**config.mk**
```make
export PLATFORM = sky130hd
export DESIGN_NAME = rgb_csc_pipe
export DESIGN_NICKNAME = d
export VERILOG_FILES = /design/src/rtl/rgb_csc_pkg.sv /design/src/rtl/csc_dot3.sv /design/src/rtl/rgb_csc_pipe.sv
export SDC_FILE = /design/constraint.sdc
export NUM_CORES = 1
export LEC_CHECK = 0
export CAP_MARGIN = 0
export CORE_ASPECT_RATIO = 0.9
export CORE_UTILIZATION = 45
export DETAILED_ROUTE_END_ITERATION = 10
export GPL_ROUTABILITY_DRIVEN = 0
export GPL_TIMING_DRIVEN = 0
export PLACE_DENSITY = 0.72
export SYNTH_ARGS = -nofsm -noshare
export SYNTH_HDL_FRONTEND = slang
export SYNTH_SLANG_ARGS = --single-unit
```
**constraint.sdc**
```tcl
create_clock -name cmos_pclk_i -period 9.48 [get_ports cmos_pclk_i]
set_input_delay 0.948 -clock cmos_pclk_i [delete_from_list [all_inputs] [get_ports cmos_pclk_i]]
set_output_delay 0.948 -clock cmos_pclk_i [all_outputs]
set_load 0.005 [all_outputs]
```
**src/rtl/rgb_csc_pkg.sv**
```systemverilog
// Shared definitions for the RGB colour-space converter pipe:
// mode encodings, fixed-point format, BT.601 coefficients and pipe latency.
package rgb_csc_pkg;

  typedef enum logic [1:0] {
    MODE_PASS = 2'd0,
    MODE_GREY = 2'd1,
    MODE_YCC  = 2'd2,
    MODE_BIN  = 2'd3
  } mode_e;

  localparam int FRAC_BITS = 8;
  localparam int LAT       = 4;

  localparam int COEF_YR  = 76;
  localparam int COEF_YG  = 150;
  localparam int COEF_YB  = 30;
  localparam int COEF_CBR = -43;
  localparam int COEF_CBG = -85;
  localparam int COEF_CBB = 128;
  localparam int COEF_CRR = 128;
  localparam int COEF_CRG = -107;
  localparam int COEF_CRB = -21;

  // Bit positions inside the packed {clk_ce, de, vs, hs} sideband word
  localparam int SB_CE = 3;
  localparam int SB_DE = 2;
  localparam int SB_VS = 1;
  localparam int SB_HS = 0;

endpackage

```
**src/rtl/csc_dot3.sv**
```systemverilog
// One output channel of the converter: three signed products, a rounded
// sum, then an arithmetic shift, offset and clamp back to COMP_W bits.
// Two register stages inside; the clamped result is combinational so the
// parent can register it together with its output mux.
module csc_dot3
  import rgb_csc_pkg::*;
#(
  parameter int COMP_W = 8,
  parameter int COEF0  = 0,
  parameter int COEF1  = 0,
  parameter int COEF2  = 0,
  parameter int OFS    = 0
) (
  input  logic              i_clk,
  input  logic              i_rst,
  input  logic [COMP_W-1:0] i_c0,
  input  logic [COMP_W-1:0] i_c1,
  input  logic [COMP_W-1:0] i_c2,
  output logic [COMP_W-1:0] o_res
);

  // COMP_W+11 bits hold the largest possible |sum| of three products plus rounding
  localparam int AW = COMP_W + 11;

  localparam logic signed [AW-1:0] K0   = AW'(COEF0);
  localparam logic signed [AW-1:0] K1   = AW'(COEF1);
  localparam logic signed [AW-1:0] K2   = AW'(COEF2);
  localparam logic signed [AW-1:0] RND  = AW'(1 << (FRAC_BITS - 1));
  localparam logic signed [AW-1:0] OFSV = AW'(OFS);
  localparam logic signed [AW-1:0] MAXV = AW'((1 << COMP_W) - 1);

  logic signed [AW-1:0] w_x0, w_x1, w_x2;
  logic signed [AW-1:0] r_p0, r_p1, r_p2;
  logic signed [AW-1:0] r_acc;
  logic signed [AW-1:0] w_shift, w_ofs;

  assign w_x0 = signed'(AW'(i_c0));
  assign w_x1 = signed'(AW'(i_c1));
  assign w_x2 = signed'(AW'(i_c2));

  // Products of the unsigned components with the signed coefficients
  always_ff @(posedge i_clk or posedge i_rst) begin
    if (i_rst) begin
      r_p0 <= '0;
      r_p1 <= '0;
      r_p2 <= '0;
    end else begin
      r_p0 <= w_x0 * K0;
      r_p1 <= w_x1 * K1;
      r_p2 <= w_x2 * K2;
    end
  end

  // Sum of products with half-LSB rounding bias
  always_ff @(posedge i_clk or posedge i_rst) begin
    if (i_rst) begin
      r_acc <= '0;
    end else begin
      r_acc <= r_p0 + r_p1 + r_p2 + RND;
    end
  end

  assign w_shift = r_acc >>> FRAC_BITS;
  assign w_ofs   = w_shift + OFSV;

  // Saturate the offset result into the unsigned component range
  always_comb begin
    o_res = w_ofs[COMP_W-1:0];
    if (w_ofs[AW-1]) begin
      o_res = '0;
    end else if (w_ofs > MAXV) begin
      o_res = MAXV[COMP_W-1:0];
    end
  end

endmodule

```
**src/rtl/rgb_csc_pipe.sv**
```systemverilog
// RGB888 colour-space converter between CMOS capture and VDMA write.
// Pass / grey / YCbCr 4:4:4 / binary, selected per frame at the vs_i rising
// edge, with a fixed 4-cycle latency for data and sideband alike.
// Optional feature macro: RGB_CSC_BINARY_EN (threshold latch and mode 3
// thresholding; without it mode 3 renders as grey).
module rgb_csc_pipe
  import rgb_csc_pkg::*;
#(
  parameter int         COMP_W   = 8,
  parameter logic [1:0] MODE_RST = 2'd1
) (
  input  logic                cmos_pclk_i,
  input  logic                rst_i,
  input  logic [3*COMP_W-1:0] rgb_i,
  input  logic                clk_ce_i,
  input  logic                de_i,
  input  logic                vs_i,
  input  logic                hs_i,
  input  logic [1:0]          mode_i,
  input  logic [COMP_W-1:0]   thresh_i,
  output logic [3*COMP_W-1:0] pix_o,
  output logic                clk_ce_o,
  output logic                de_o,
  output logic                vs_o,
  output logic                hs_o,
  output logic [1:0]          mode_o
);

  localparam int PW = 3 * COMP_W;

  logic          r_vsD;
  logic          r_armed;
  mode_e         r_modeAct;
  logic          w_fs;
  mode_e         w_modeTag;

  logic [PW-1:0] r_rgb1, r_rgb2, r_rgb3;
  logic [3:0]    r_side1, r_side2, r_side3;
  mode_e         r_mode1, r_mode2, r_mode3;

  logic [COMP_W-1:0] w_y, w_cb, w_cr;
  logic [PW-1:0]     w_pix;

`ifdef RGB_CSC_BINARY_EN
  logic [COMP_W-1:0] r_thrAct;
  logic [COMP_W-1:0] w_thrTag;
  logic [COMP_W-1:0] r_thr1, r_thr2, r_thr3;
`else
  logic w_unusedThr;
  assign w_unusedThr = ^thresh_i;
`endif

  // r_armed blocks a false frame start when vs_i is already high at reset release
  assign w_fs      = vs_i & ~r_vsD & r_armed;
  assign w_modeTag = w_fs ? mode_e'(mode_i) : r_modeAct;
`ifdef RGB_CSC_BINARY_EN
  assign w_thrTag  = w_fs ? thresh_i : r_thrAct;
`endif

  // Frame-start detection and per-frame latch of mode and threshold
  always_ff @(posedge cmos_pclk_i or posedge rst_i) begin
    if (rst_i) begin
      r_vsD     <= 1'b0;
      r_armed   <= 1'b0;
      r_modeAct <= mode_e'(MODE_RST);
`ifdef RGB_CSC_BINARY_EN
      r_thrAct  <= '0;
`endif
    end else begin
      r_vsD   <= vs_i;
      r_armed <= 1'b1;
      if (w_fs) begin
        r_modeAct <= mode_e'(mode_i);
`ifdef RGB_CSC_BINARY_EN
        r_thrAct  <= thresh_i;
`endif
      end
    end
  end

  assign mode_o = r_modeAct;

  // Input register plus delay lines carrying raw pixel, sideband and tags
  always_ff @(posedge cmos_pclk_i or posedge rst_i) begin
    if (rst_i) begin
      r_rgb1  <= '0;
      r_rgb2  <= '0;
      r_rgb3  <= '0;
      r_side1 <= '0;
      r_side2 <= '0;
      r_side3 <= '0;
      r_mode1 <= MODE_PASS;
      r_mode2 <= MODE_PASS;
      r_mode3 <= MODE_PASS;
`ifdef RGB_CSC_BINARY_EN
      r_thr1  <= '0;
      r_thr2  <= '0;
      r_thr3  <= '0;
`endif
    end else begin
      r_rgb1  <= rgb_i;
      r_rgb2  <= r_rgb1;
      r_rgb3  <= r_rgb2;
      r_side1 <= {clk_ce_i, de_i, vs_i, hs_i};
      r_side2 <= r_side1;
      r_side3 <= r_side2;
      r_mode1 <= w_modeTag;
      r_mode2 <= r_mode1;
      r_mode3 <= r_mode2;
`ifdef RGB_CSC_BINARY_EN
      r_thr1  <= w_thrTag;
      r_thr2  <= r_thr1;
      r_thr3  <= r_thr2;
`endif
    end
  end

  csc_dot3 #(
    .COMP_W(COMP_W), .COEF0(COEF_YR), .COEF1(COEF_YG), .COEF2(COEF_YB), .OFS(0)
  ) u_dotY (
    .i_clk(cmos_pclk_i), .i_rst(rst_i),
    .i_c0(r_rgb1[PW-1 -: COMP_W]), .i_c1(r_rgb1[2*COMP_W-1 -: COMP_W]),
    .i_c2(r_rgb1[COMP_W-1:0]), .o_res(w_y)
  );

  csc_dot3 #(
    .COMP_W(COMP_W), .COEF0(COEF_CBR), .COEF1(COEF_CBG), .COEF2(COEF_CBB),
    .OFS(1 << (COMP_W - 1))
  ) u_dotCb (
    .i_clk(cmos_pclk_i), .i_rst(rst_i),
    .i_c0(r_rgb1[PW-1 -: COMP_W]), .i_c1(r_rgb1[2*COMP_W-1 -: COMP_W]),
    .i_c2(r_rgb1[COMP_W-1:0]), .o_res(w_cb)
  );

  csc_dot3 #(
    .COMP_W(COMP_W), .COEF0(COEF_CRR), .COEF1(COEF_CRG), .COEF2(COEF_CRB),
    .OFS(1 << (COMP_W - 1))
  ) u_dotCr (
    .i_clk(cmos_pclk_i), .i_rst(rst_i),
    .i_c0(r_rgb1[PW-1 -: COMP_W]), .i_c1(r_rgb1[2*COMP_W-1 -: COMP_W]),
    .i_c2(r_rgb1[COMP_W-1:0]), .o_res(w_cr)
  );

  // Output selection by each pixel's own mode tag; blanked outside active video
  always_comb begin
    w_pix = '0;
    if (r_side3[SB_DE]) begin
      case (r_mode3)
        MODE_PASS: w_pix = r_rgb3;
        MODE_YCC:  w_pix = {w_y, w_cb, w_cr};
`ifdef RGB_CSC_BINARY_EN
        MODE_BIN:  w_pix = (w_y >= r_thr3) ? {PW{1'b1}} : {PW{1'b0}};
`endif
        default:   w_pix = {w_y, w_y, w_y};
      endcase
    end
  end

  // Final output register for pixel and untouched sideband
  always_ff @(posedge cmos_pclk_i or posedge rst_i) begin
    if (rst_i) begin
      pix_o    <= '0;
      clk_ce_o <= 1'b0;
      de_o     <= 1'b0;
      vs_o     <= 1'b0;
      hs_o     <= 1'b0;
    end else begin
      pix_o    <= w_pix;
      clk_ce_o <= r_side3[SB_CE];
      de_o     <= r_side3[SB_DE];
      vs_o     <= r_side3[SB_VS];
      hs_o     <= r_side3[SB_HS];
    end
  end

endmodule

```
# [After elaboration in Yosys (flattened, before gate mapping)]
# Index checks and enable logic that the tools add are counted.
[op_classes] magnitude_cmp=3 bitwise=3 eq_ne=1 n_mul=7 add_sub_neg=11 mux=9 reduce_logical=1
[op_table] cell="19-bit adder" count=4
[op_table] cell="19-bit by 9-bit adder with 19-bit output, second input constant" count=3
[op_table] cell="8-bit 2-to-1 mux" count=6
[op_table] cell="24-bit case mux with 2 select lines" count=1
[op_table] cell="19-bit by 9-bit greater-than comparator with 1-bit output, second input constant" count=2
[op_table] cell="9-bit by 8-bit multiplier with 17-bit output, second input constant" count=2
[op_table] cell="11-bit by 9-bit adder with 12-bit output, second input constant" count=2
[op_table] cell="24-bit 2-to-1 mux" count=1
[op_table] cell="16-bit by 19-bit adder with 19-bit output" count=1
[op_table] cell="19-bit by 16-bit adder with 19-bit output" count=1
[op_table] cell="9-bit by 7-bit multiplier with 16-bit output, second input constant" count=1
[op_table] cell="8-bit by 7-bit multiplier with 15-bit output, second input constant" count=1
[op_table] cell="9-bit by 6-bit multiplier with 15-bit output, second input constant" count=1
[op_table] cell="8-bit by 5-bit multiplier with 13-bit output, second input constant" count=1
[op_table] cell="8-bit by 4-bit multiplier with 12-bit output, second input constant" count=1
[op_table] cell="11-bit by 9-bit greater-than comparator with 1-bit output, second input constant" count=1
[op_table] cell="1-bit AND" count=2
[op_table] cell="2-bit equality test, second input constant" count=1
[op_table] cell="2-bit zero test" count=1
[op_table] cell="2-bit 2-to-1 mux" count=1
[op_table] cell="1-bit inverter" count=1
[word_totals] out_inout_bits=30 register_bits=324 in_bits=40

# [Longest topological paths before layout]
# Gate-level depths: netlist of the first run.
[depth] depth_word=6 ltp_mapped=17 depth_no_buf=17

# [Cells and area by module]
# A second synthesis of the first run with hierarchy kept.
[hier_totals] cells_unflattened=1528 hier_area_um2=17834.6
[modules_own_cells] module="csc_dot3 at u_dotCb" cells_per_inst=461 seq_area_each_um2=1301.2 area_per_inst_um2=5037.3 n_inst=1
[modules_own_cells] module="csc_dot3 at u_dotCr" cells_per_inst=419 seq_area_each_um2=1276.2 area_per_inst_um2=4610.7 n_inst=1
[modules_own_cells] module="csc_dot3 at u_dotY" cells_per_inst=447 seq_area_each_um2=1251.2 area_per_inst_um2=4588.2 n_inst=1
[modules_own_cells] module="rgb_csc_pipe" cells_per_inst=201 seq_area_each_um2=3004.1 area_per_inst_um2=3598.5 n_inst=1

# [Worst setup path before layout of the first run]
# OpenSTA, ideal clock, no wires.
[synth_timing] path_type="register to register" from="register r_rgb1[2]" to="register u_dotCr.r_p2[17]" slack_ns=5.383 required_time_ns=9.373 stages_incl_launch_ff=17 synth_period_minus_slack_ns=4.097 arrival_ns=3.990 path_buffers=0 path_cell_list="dfrtp_1 > inv_1 > ha_1 > inv_1 > ha_1 > fa_1 > fa_1 > inv_1 > fa_1 > nor2b_1 > o21ai_1 > a21boi_2 > o21ai_2 > a21oi_2 > o21ai_1 > mux2_4 > a2111oi_4"
[synth_via] elab_chain_cells=1
[synth_lines] element="start: declaration" line="rgb_csc_pipe.sv:37" source="logic [PW-1:0] r_rgb1, r_rgb2, r_rgb3;"
[synth_lines] element="start signal: assignment" line="rgb_csc_pipe.sv:101" source="r_rgb1 <= rgb_i;"
[synth_lines] element="9-bit by 6-bit multiplier with 15-bit output" line="csc_dot3.sv:50" source="r_p2 <= w_x2 * K2;"
[synth_lines] element="end signal: assignment" line="csc_dot3.sv:50"
[synth_lines] element="end: declaration" line="csc_dot3.sv:33" source="logic signed [AW-1:0] r_p0, r_p1, r_p2;"
# Every way passes these cells.

# [Final worst setup path of the first run]
# Same ends and word-level chain as after synthesis.

==> impl_metrics.ini, run 1 <==
[outcome]
run_status = complete, no violations

[clock_tree]
clk_pin_slew_ns = 0.06
numCtsBuffers = 27
clock_path_buffers = 3
htree_levels = 1
cts_hold_buf = 0
cts_resized = 0
insertion_delay_ns = 0.55
cts-root-buf = clkbuf_16
cts_setup_buffers = 0
cts_sinks = 245
cts_tree = yes

[yosys]
syn-cell-area_sq_mm = 0.0161
yosysSeqAreaShare_pct = 38.0
synth_ff_type = dfrtp_1
synth_edf_count = 0
async_reset_ff_share_pct = 100
netlist_instances = 1367
synth_fp_nets = 1843
synthDistinctLibCells = 59
ys_warn_count = 0
avgSynthCellArea_sq_um = 11.8
synth_seq_cells = 245

[route]
remaining_drc_errors = 0
dr.pass1.iters = 6
vias_per_cell = 5.08
drtAntennaViolNets = 0
wire_per_inst_um = 16.6
wirelength_mm = 32.3
drtIter0Drc = 464
vias = 9878

[floorplan]
core_region_area_sq_mm = 0.0351
fp.dieArea_sq_mm = 0.0366
io_pins = 70
die_w_um = 202
start_util_pct = 45.9
die_h_um = 182
rows = 65

[sta]
grt_setup_unrepaired = false
setup_viol = 0
maxSlewViolCount = 0
final_hold_viol_count = 0
whs_ns = 0.346
tightest_slew_ns = 0.785
max_freq_mhz = 219
fin_crit_sh_pct = 48.1
finClkSkew_ns = 0.00939
slew_headroom_pct = 47.7
min_period_ns = 4.56

[worst_setup_path]
cp_max_fo = 7
startpoint_type = flip-flop
slowest_delay_ns = 0.55
worst-path-buf-inv = 3
endpoint_kind = flip-flop
cp.arrival_ns = 5.00
crit_required_ns = 9.92
path_class = flip-flop to flip-flop
cp_cell_sequence = inv_1 > ha_1 > inv_1 > ha_1 > fa_1 > fa_1 > inv_1 > fa_1 > nor2b_1 > o21ai_1 > a21boi_2 > o21ai_2 > a21oi_2 > o21ai_1 > mux2_4 > a2111oi_4
cpMaxStageDelayCell = dfrtp_1
critPathTopFamily = adder cells

[grt]
grt_pass1_wl_mm = 53.0
grt_overflow = 0
grt_max_degree = 136
grt_usage_pct = 18.4
grt_pass1_vias = 10300
antenna_found_initial = 1

[pwr]
p_per_area_mw_per_mm2 = 318
p_leak_nw = 9.33
finalPower_mw = 5.81
vdd_drop_max_v = 0.000215

[final_layout]
drive_above_1_share_pct = 5.22
nets = 1934
fin_area_sq_mm = 0.0183
fillers = 3074
n_antenna_cell = 0
stdcell_count = 1945
area_delta_synth_final_pct = 13.4

[place]
place_inst = 1898
placed_area_sq_mm = 0.0174
place_hpwl_mm = 25.6
port_buffers = 61

[flow_run]
drv_cap = 0

[hold_path]
hold_class = flip-flop to flip-flop
==> worst reg2reg max path, cell delays in order, from the launching register on <==
cell	delay, ns
dfrtp_1	0.55
inv_1	0.20
ha_1	0.33
inv_1	0.10
ha_1	0.26
fa_1	0.51
fa_1	0.55
inv_1	0.07
fa_1	0.46
nor2b_1	0.13
o21ai_1	0.10
a21boi_2	0.19
o21ai_2	0.10
a21oi_2	0.17
o21ai_1	0.11
mux2_4	0.32
a2111oi_4	0.31
==> power breakdown <==
part	internal, mW	switching (mW)	total [mW]
clock	0.657	0.426	1.08
sequential	1.38	0.195	1.57
combinational	1.43	1.72	3.15
==> placed cells by master, fill, tap and decap left out, types with 3 or more instances in the layout <==
cell	n
a21oi_1	73
nand4_1	4
dfrtp_1	244
clkinv_2	6
o221a_2	8
fa_1	96
clkbuf_1	7
ha_1	340
or3_1	3
a21o_1	28
o21a_1	8
nor2b_1	11
a31oi_1	4
inv_1	206
nor3_1	13
nand2b_1	6
nor2_1	57
o21ai_0	26
xor2_1	30
a211oi_1	16
nand3_1	11
clkbuf_8	7
clkbuf_16	27
nand2_1	52
bufinv_16	3
o21ai_1	13
clkdlybuf4s50_1	61
o21bai_1	10
a21oi_2	4
xnor2_1	57
==> Yosys cell counts, types with 2 or more instances <==
cell / count / area [sq um]
ha_1: 340 / 4250
dfrtp_1: 244 / 6110
inv_1: 207 / 777
fa_1: 96 / 1920
a21oi_1: 73 / 365
nor2_1: 57 / 214
xnor2_1: 57 / 499
nand2_1: 52 / 195
xor2_1: 30 / 263
a21o_1: 28 / 210
o21ai_0: 26 / 130
a211oi_1: 16 / 120
nor3_1: 13 / 65.1
o21ai_1: 13 / 65.1
nand3_1: 11 / 55.1
nor2b_1: 11 / 68.8
o21bai_1: 10 / 75.1
o21a_1: 8 / 60.1
o221a_2: 8 / 90.1
nand2b_1: 6 / 37.5
a21oi_2: 4 / 35.0
a31oi_1: 4 / 25.0
clkbuf_1: 4 / 15.0
nand4_1: 4 / 25.0
or3_1: 3 / 18.8
a211oi_2: 2 / 25.0
a21boi_0: 2 / 15.0
a41oi_1: 2 / 17.5
and2b_1: 2 / 15.0
and3_1: 2 / 12.5
mux2_2: 2 / 22.5
o211ai_1: 2 / 15.0
o31ai_1: 2 / 15.0
==> flip-flops by register name, summed over array words and instances, names as in the netlist, 11 cells and up <==
| register | flops |
|---|---|
| pix_o | 24 |
| r_rgb1 | 24 |
| r_rgb2 | 18 |
| r_rgb3 | 24 |
| u_dotCb.r_acc | 11 |
| u_dotCb.r_p0 | 16 |
| u_dotCb.r_p1 | 16 |
| u_dotCr.r_acc | 11 |
| u_dotCr.r_p1 | 17 |
| u_dotCr.r_p2 | 15 |
| u_dotY.r_p0 | 12 |
| u_dotY.r_p1 | 12 |
==> area by class of cell <==
cell class,instances,area [sq um],area share (%)
buffer,5,22.5,0.123
clock buffer,37,783,4.29
clock inverter,10,140,0.767
inverter,207,785,4.29
multi-input combinational,910,9190,50.3
sequential,245,6130,33.6
tap,469,587,3.21
timing repair buffer,62,638,3.49
==> metrics by stage <==
step | setup TNS (ns) | worst slack [ns] | util, %
3_5_place_dp | 0 | 4.89 | 49.4
4_1_cts | 0 | 4.86 | 52.0
2_1_floorplan | 0 | 1.80 | -
3_3_place_gp | -245.34 | -1.03 | 49.3
6_report | 0 | 4.92 | 52.0
5_1_grt | 0 | 4.66 | 52.0
==> metal layers <==
metal	global-route usage (%)	vias up	share of wire, %
met3	2.23	53	3.7
met1	24.8	4861	46
met4	5.24	0	2.8
met2	31.1	190	48
li1	-	4774	-
met5	0	-	0
==> path summary, 6_finish.rpt <==
path | startpoint | endpoint | slack (ns) | depth (start not counted)
worst max-delay path | r_rgb1[2]$_DFF_PP0_ | u_dotCr.r_p2[17]$_DFF_PP0_ | 4.92 | 16
worst min-delay path | r_side2[0]$_DFF_PP0_ | r_side3[0]$_DFF_PP0_ | 0.35 | 0
worst max register to register | r_rgb1[2]$_DFF_PP0_ | u_dotCr.r_p2[17]$_DFF_PP0_ | 4.92 | 16
worst min register to register | r_side2[0]$_DFF_PP0_ | r_side3[0]$_DFF_PP0_ | 0.35 | 0
max in group asynchronous | rst_i | u_dotCb.r_p0[2]$_DFF_PP0_ | 7.40 | 3
min in group asynchronous | rst_i | r_side3[1]$_DFF_PP0_ | 0.93 | 2
==> logic make-up (layout without fill, tap and decap cells) <==
group                      after synthesis  in the layout  synth area share (%)
muxes                                    4              4                 0.295
adders and majority gates              436            436                  38.3
other                                    1              1                0.0233
AOI/OAI and AO/OA                      216            216                  9.01
DFF                                    245            245                  38.0
buffers and inverters                  212            321                  4.96
and+or+nand+nor                        166            166                  4.63
xor gates and xnor gates                87             87                  4.73
(Power assumes the default switching activity.)
==> run 2, diff against run 1 <==
--- a/config.mk
+++ b/config.mk
@@ -11,7 +11,7 @@
 export DETAILED_ROUTE_END_ITERATION = 10
 export GPL_ROUTABILITY_DRIVEN = 0
 export GPL_TIMING_DRIVEN = 0
-export PLACE_DENSITY = 0.72
+export PLACE_DENSITY = 0.75
 export SYNTH_ARGS = -nofsm -noshare
 export SYNTH_HDL_FRONTEND = slang
 export SYNTH_SLANG_ARGS = --single-unit
==> constraint.sdc (replaced) <==
create_clock -name cmos_pclk_i -period 4.1 [get_ports cmos_pclk_i]
set_input_delay 0.41 -clock cmos_pclk_i [delete_from_list [all_inputs] [get_ports cmos_pclk_i]]
set_output_delay 0.41 -clock cmos_pclk_i [all_outputs]
set_load 0.005 [all_outputs]
==> run 2 against run 1 <==
Against the previous run:
- hold slack got worse by 0.22 ns
- non-clock buffer count increased by 40
- combinational power increased by 140%
- die area unchanged
- critical path depth decreased by 2
- clock skew increased by 0.0042 ns
- highest routed layer unchanged
==> impl_metrics.ini, run 2 (synthesis gave the netlist of run 1 again) <==
[grt]
antenna_found_initial = 1
grt_pass1_wl_mm = 52.8
grt_max_degree = 45
grt_pass1_vias = 10200
grt_usage_pct = 18.3
grt_overflow = 0

[sta]
maxSlewViolCount = 0
grt_setup_unrepaired = true
fin_ws_ns = 0.154
whs_ns = 0.128
final_hold_viol_count = 0
tightest_slew_ns = 0.583
slew_headroom_pct = 60.8
totalNegativeSetupSlack_ns = 0
finClkSkew_ns = 0.0136
max_freq_mhz = 253
min_period_ns = 3.95
fin_crit_sh_pct = 96.2
setup_viol = 0

[worst_setup_path]
path_class = flip-flop to flip-flop
r2r-start = r_rgb1[12]$_DFF_PP0_
reg2reg_depth = 14
endpoint_kind = flip-flop
cpMaxStageDelayCell = fa_1
cp_max_fo = 5
reg2reg_to = u_dotCb.r_p1[14]$_DFF_PP0_
cpMostUsedCell = ha_1
r2r_slack_ns = 0.15
startpoint_type = flip-flop
slowest_delay_ns = 0.50
cp_cell_sequence = buf_4 > ha_1 > inv_1 > ha_1 > fa_1 > fa_1 > ha_1 > o21ai_0 > nand2b_1 > a21oi_1 > o21ai_1 > a41oi_2 > nor2b_1 > xnor2_2
crit_required_ns = 4.56
cp.arrival_ns = 4.41

[pwr]
seqPwrFrac_pct = 26.5
switching_share_pct = 40.6
p_comb_share_pct = 54.9
finalPower_mw = 13.7
p_sw_mw = 5.58
vdd_drop_max_v = 0.000498
pwr-share-clk_pct = 18.6
p_per_area_mw_per_mm2 = 725
p_leak_nw = 9.54
internal-power_mw = 8.15

[route]
vias = 10100
vias_per_cell = 5.09
wirelength_mm = 33.0
met1Wirelength_mm = 15.0
drtIter0Drc = 476
wl_met3_mm = 1.63
wire_per_inst_um = 16.6
top_layer = met4
remaining_drc_errors = 0
routed-wl-met2_mm = 15.7
dr.pass1.iters = 5
drtAntennaViolNets = 0

[clock_tree]
cts_tree = yes
htree_levels = 1
cts-root-buf = clkbuf_16
clk_pin_slew_ns = 0.06
numCtsBuffers = 28
insertion_delay_ns = 0.56
clock_path_buffers = 3
cts_sinks = 245

[floorplan]
die_w_um = 202
fp.dieArea_sq_mm = 0.0366
start_util_pct = 45.9
rows = 65
io_pins = 70
die_h_um = 182
core_region_area_sq_mm = 0.0351

[place]
place_hpwl_mm = 25.4
dp_slack_ns = -0.440
port_buffers = 61
place_inst = 1903
placed_area_sq_mm = 0.0174

[final_layout]
fin_area_sq_mm = 0.0189
final_cell_mix = 326 x ha_1, 228 x dfrtp_1, 201 x inv_1
multi_input_area_sq_mm = 0.00942
drive_above_1_share_pct = 11.3
seq_area_sq_mm = 0.00615
area_delta_synth_final_pct = 17.5
n_antenna_cell = 0
fillers = 2933
reg_top3 = pix_o x24, r_rgb1 x24, r_rgb3 x24
nets = 1975
final_common_cell = ha_1
stdcell_count = 1990
fin_util_pct = 53.9

[hold_path]
hold_class = primary input to asynchronous set/reset pin

[outcome]
run_status = complete, no violations

[flow_run]
drv_cap = 0
-- run 2: cell count changes in the layout (fill, tap and decap cells not counted), sizes merged --
cell | previous run | this run
buf | 2 | 42
clkinv | 6 | 9
clkinvlp | 0 | 5
inv | 208 | 205
-- run 2: critical path: cells and delay by family (launching register included) --
kind	cells	cell delay, ns
adders and majority gates	5	1.88
xor gates and xnor gates	1	0.17
buffers and inverters	2	0.34
DFF	1	0.47
and+or+nand+nor	2	0.35
AOI/OAI and AO/OA	4	0.63
-- run 2: area by class of cell --
cell class	instances	area share, %
multi-input cells	910	49.7
flip-flops and latches	245	32.5
plain buffers	5	0.119
repair buffers	102	5.30
inverters	207	4.18
well taps	469	3.10
clock buffers	37	4.14
clock inverters	15	0.964
-- run 2: worst max path at each step --
stage	from	to	slack (ns)	depth (start not counted)
global placement	rst_i	r_rgb1[16]$_DFF_PP0_	-1.16	2
CTS	r_rgb1[1]$_DFF_PP0_	u_dotCr.r_p2[17]$_DFF_PP0_	-0.03	16
global route	r_rgb1[12]$_DFF_PP0_	u_dotCb.r_p1[17]$_DFF_PP0_	-0.03	14
floorplan	r_rgb1[2]$_DFF_PP0_	u_dotCr.r_p2[17]$_DFF_PP0_	0.003	16
finish	r_rgb1[12]$_DFF_PP0_	u_dotCb.r_p1[14]$_DFF_PP0_	0.15	14
detailed placement	r_rgb1[2]$_DFF_PP0_	u_dotCr.r_p2[17]$_DFF_PP0_	-0.44	16
-- run 2: repair_timing --
action | in CTS | in global routing
buffers inserted | 14 | 21
cloned | 0 | 0
hold buffers | 0 | 0
pin swaps | 6 | 14
setup endpoints to repair | 13 | 12
gates resized for setup | 19 | 43
endpoints found under the hold margin | 0 | 0
-- run 2: power groups by stage --
stage          clock (mW)  sequential, mW  combinational (mW)
2_1_floorplan           0            3.51                5.50
3_3_place_gp            0            3.68                6.87
3_5_place_dp            0            3.69                7.19
4_1_cts              2.62            3.65                7.35
5_1_grt              2.73            3.71                8.49
6_report             2.55            3.64                7.53
-- run 2: routing by layer --
metal  global-route usage, %  up-vias
met3                    3.43       45
met4                    4.45        0
met2                    29.9      202
met1                    25.3     5024
li1                        -     4851
met5                       0        -
==> run 3, diff against run 2 <==
--- a/config.mk
+++ b/config.mk
@@ -7,11 +7,11 @@
 export LEC_CHECK = 0
 export CAP_MARGIN = 0
 export CORE_ASPECT_RATIO = 0.9
-export CORE_UTILIZATION = 45
+export CORE_UTILIZATION = 56
 export DETAILED_ROUTE_END_ITERATION = 10
 export GPL_ROUTABILITY_DRIVEN = 0
 export GPL_TIMING_DRIVEN = 0
-export PLACE_DENSITY = 0.75
+export PLACE_DENSITY = 0.87
 export SYNTH_ARGS = -nofsm -noshare
 export SYNTH_HDL_FRONTEND = slang
 export SYNTH_SLANG_ARGS = --single-unit
==> run 3 against run 2 <==
Against the previous run:
- first-iteration DRC count decreased by 8.2%
- register-to-register slack hardly changed
- wire length grew 2.0%
- critical endpoint is now u_dotY.r_p1[15]$_DFF_PP0_
- highest routed layer unchanged
==> impl_metrics.ini, run 3 (synthesis gave the netlist of run 1 again) <==
[outcome]
run_status = complete, no violations

[sta]
min_period_ns = 3.95
tightest_slew_ns = 0.855
max_freq_mhz = 253
fin_ws_ns = 0.147
setup_viol = 0
finClkSkew_ns = 0.0181
slew_headroom_pct = 42.8
totalNegativeSetupSlack_ns = 0
maxSlewViolCount = 0
final_hold_viol_count = 0
fin_crit_sh_pct = 96.4

[floorplan]
die_h_um = 163
fp.dieArea_sq_mm = 0.0295
start_util_pct = 57.4
io_pins = 70
die_w_um = 181
rows = 58
core_region_area_sq_mm = 0.0281

[worst_setup_path]
reg2reg_depth = 14
reg2reg_to = u_dotY.r_p1[15]$_DFF_PP0_
cpMaxStageDelayCell = fa_1
crit_required_ns = 4.51
path_class = flip-flop to flip-flop
cp_cell_sequence = inv_1 > ha_1 > inv_1 > ha_1 > inv_1 > fa_1 > fa_1 > inv_1 > ha_1 > a21oi_1 > o21ai_1 > a21o_1 > a21oi_2 > a21oi_1
cp_max_fo = 7
slowest_delay_ns = 0.53
endpoint_kind = flip-flop
r2r_slack_ns = 0.15
r2r-start = r_rgb1[12]$_DFF_PP0_
startpoint_type = flip-flop
cpMostUsedCell = inv_1
cp.arrival_ns = 4.37

[hold_path]
hp-start = rgb_i[22]
hold_class = primary input to flip-flop
hold_depth = 1
hold_path_end = r_rgb1[22]$_DFF_PP0_

[route]
remaining_drc_errors = 0
drtIter0Drc = 437
dr.pass1.iters = 5
drtAntennaViolNets = 0
wirelength_mm = 33.7
wire_per_inst_um = 18.1
vias_per_cell = 5.50
vias = 10200

[pwr]
p_sw_mw = 5.69
p_comb_share_pct = 55.9
p_per_area_mw_per_mm2 = 742
p_leak_nw = 9.40
switching_share_pct = 41.4
internal-power_mw = 8.05
seqPwrFrac_pct = 26.5
pwr-share-clk_pct = 17.5
vdd_drop_max_v = 0.000568

[grt]
grt_util_met3_pct = 3.98
grt_overflow = 0
grt_pass1_vias = 10900
grtUsageMet1_pct = 31.1
antenna_found_initial = 3
grt_pass1_wl_mm = 54.8
grt_usage_pct = 24.0
grt_max_degree = 46
grt-busiest-layer = met2
grtUsageMet2_pct = 40.7

[clock_tree]
cts_tree = yes
cts_sinks = 245
clock_path_buffers = 3
cts_hold_buf = 0
htree_levels = 1
cts-root-buf = clkbuf_16
clk_pin_slew_ns = 0.07
numCtsBuffers = 26
insertion_delay_ns = 0.55

[place]
port_buffers = 61
place_hpwl_mm = 25.8
dp_slack_ns = -0.495

[final_layout]
final_common_cell = ha_1
nets = 1955
fillers = 1929
final_cell_mix = 332 x ha_1, 227 x dfrtp_1, 200 x inv_1
drive_above_1_share_pct = 10.1
reg_top3 = pix_o x24, r_rgb1 x24, r_rgb3 x24
area_delta_synth_final_pct = 14.9

[flow_run]
drv_cap = 0
==> run 3: cell types whose count changed in the layout (fill, tap and decap cells not counted), sizes merged <==
cell	delta
clkinv	-2
diode	+1
clkbuf	-2
buf	-18
==> run 3: timing repair <==
action	4_1_cts	5_1_grt
gates resized for setup	25	35
buffers inserted	15	3
pin swaps	7	15
setup endpoints to repair	13	12
==> run 3: layout make-up <==
cell class | count | area (sq um) | area share (%)
Timing Repair Buffer | 84 | 850 | 4.59
Multi-Input combinational cell | 910 | 9380 | 50.7
Antenna cell | 1 | 2.50 | 0.0135
Clock buffer | 35 | 714 | 3.86
Tap cell | 360 | 450 | 2.43
Clock inverter | 13 | 159 | 0.858
Buffer | 5 | 22.5 | 0.122
Inverter | 207 | 787 | 4.25
Sequential cell | 245 | 6160 | 33.2
==> run 3: through the flow <==
stage | std cells | cell area [sq um] | total power [mW] | hold slack (ns) | utilization, %
after global routing | 1859 | 18500 | 14.8 | 0.289 | 66.0
final | 1860 | 18500 | 13.7 | 0.291 | 66.0
after CTS | 1856 | 18300 | 13.6 | 0.280 | 65.3
after floorplan | 1367 | 16100 | 9.01 | 0.331 | -
after global placement | 1788 | 17200 | 10.4 | 0.333 | 61.2
after detailed placement | 1793 | 17300 | 11.0 | 0.335 | 61.5
==> run 3: how the worst max path moves through the flow <==
stage | startpoint | depth (start not counted) | slack (ns) | endpoint
floorplan | r_rgb1[2]$_DFF_PP0_ | 16 | 0.003 | u_dotCr.r_p2[17]$_DFF_PP0_
global placement | rst_i | 2 | -1.07 | r_rgb1[12]$_DFF_PP0_
detailed placement | r_rgb1[2]$_DFF_PP0_ | 16 | -0.50 | u_dotCr.r_p2[17]$_DFF_PP0_
CTS | r_rgb1[1]$_DFF_PP0_ | 16 | -0.01 | u_dotCr.r_p2[17]$_DFF_PP0_
global route | r_rgb1[13]$_DFF_PP0_ | 15 | -0.03 | u_dotCb.r_p1[14]$_DFF_PP0_
finish | r_rgb1[12]$_DFF_PP0_ | 14 | 0.15 | u_dotY.r_p1[15]$_DFF_PP0_
==> run 3: metal layers <==
layer | vias to the layer above | share of wire, %
met1 | 5021 | 42
met3 | 84 | 5.8
li1 | 4815 | -
met2 | 308 | 48
met4 | 0 | 4.0
met5 | - | 0
==> run 3: worst max-delay path: cells and delay by family (launching register included) <==
family	cells	cell delay [ns]
AOI/OAI and AO/OA	5	1.05
adders and majority gates	5	2.02
buffers and inverters	4	0.28
DFF	1	0.47
==> run 3: power groups by stage <==
stage | clock, mW | sequential, mW | combinational (mW)
after floorplan | 0 | 3.51 | 5.50
after global placement | 0 | 3.66 | 6.78
after detailed placement | 0 | 3.69 | 7.31
after CTS | 2.45 | 3.64 | 7.54
after global routing | 2.55 | 3.70 | 8.60
final | 2.41 | 3.65 | 7.68
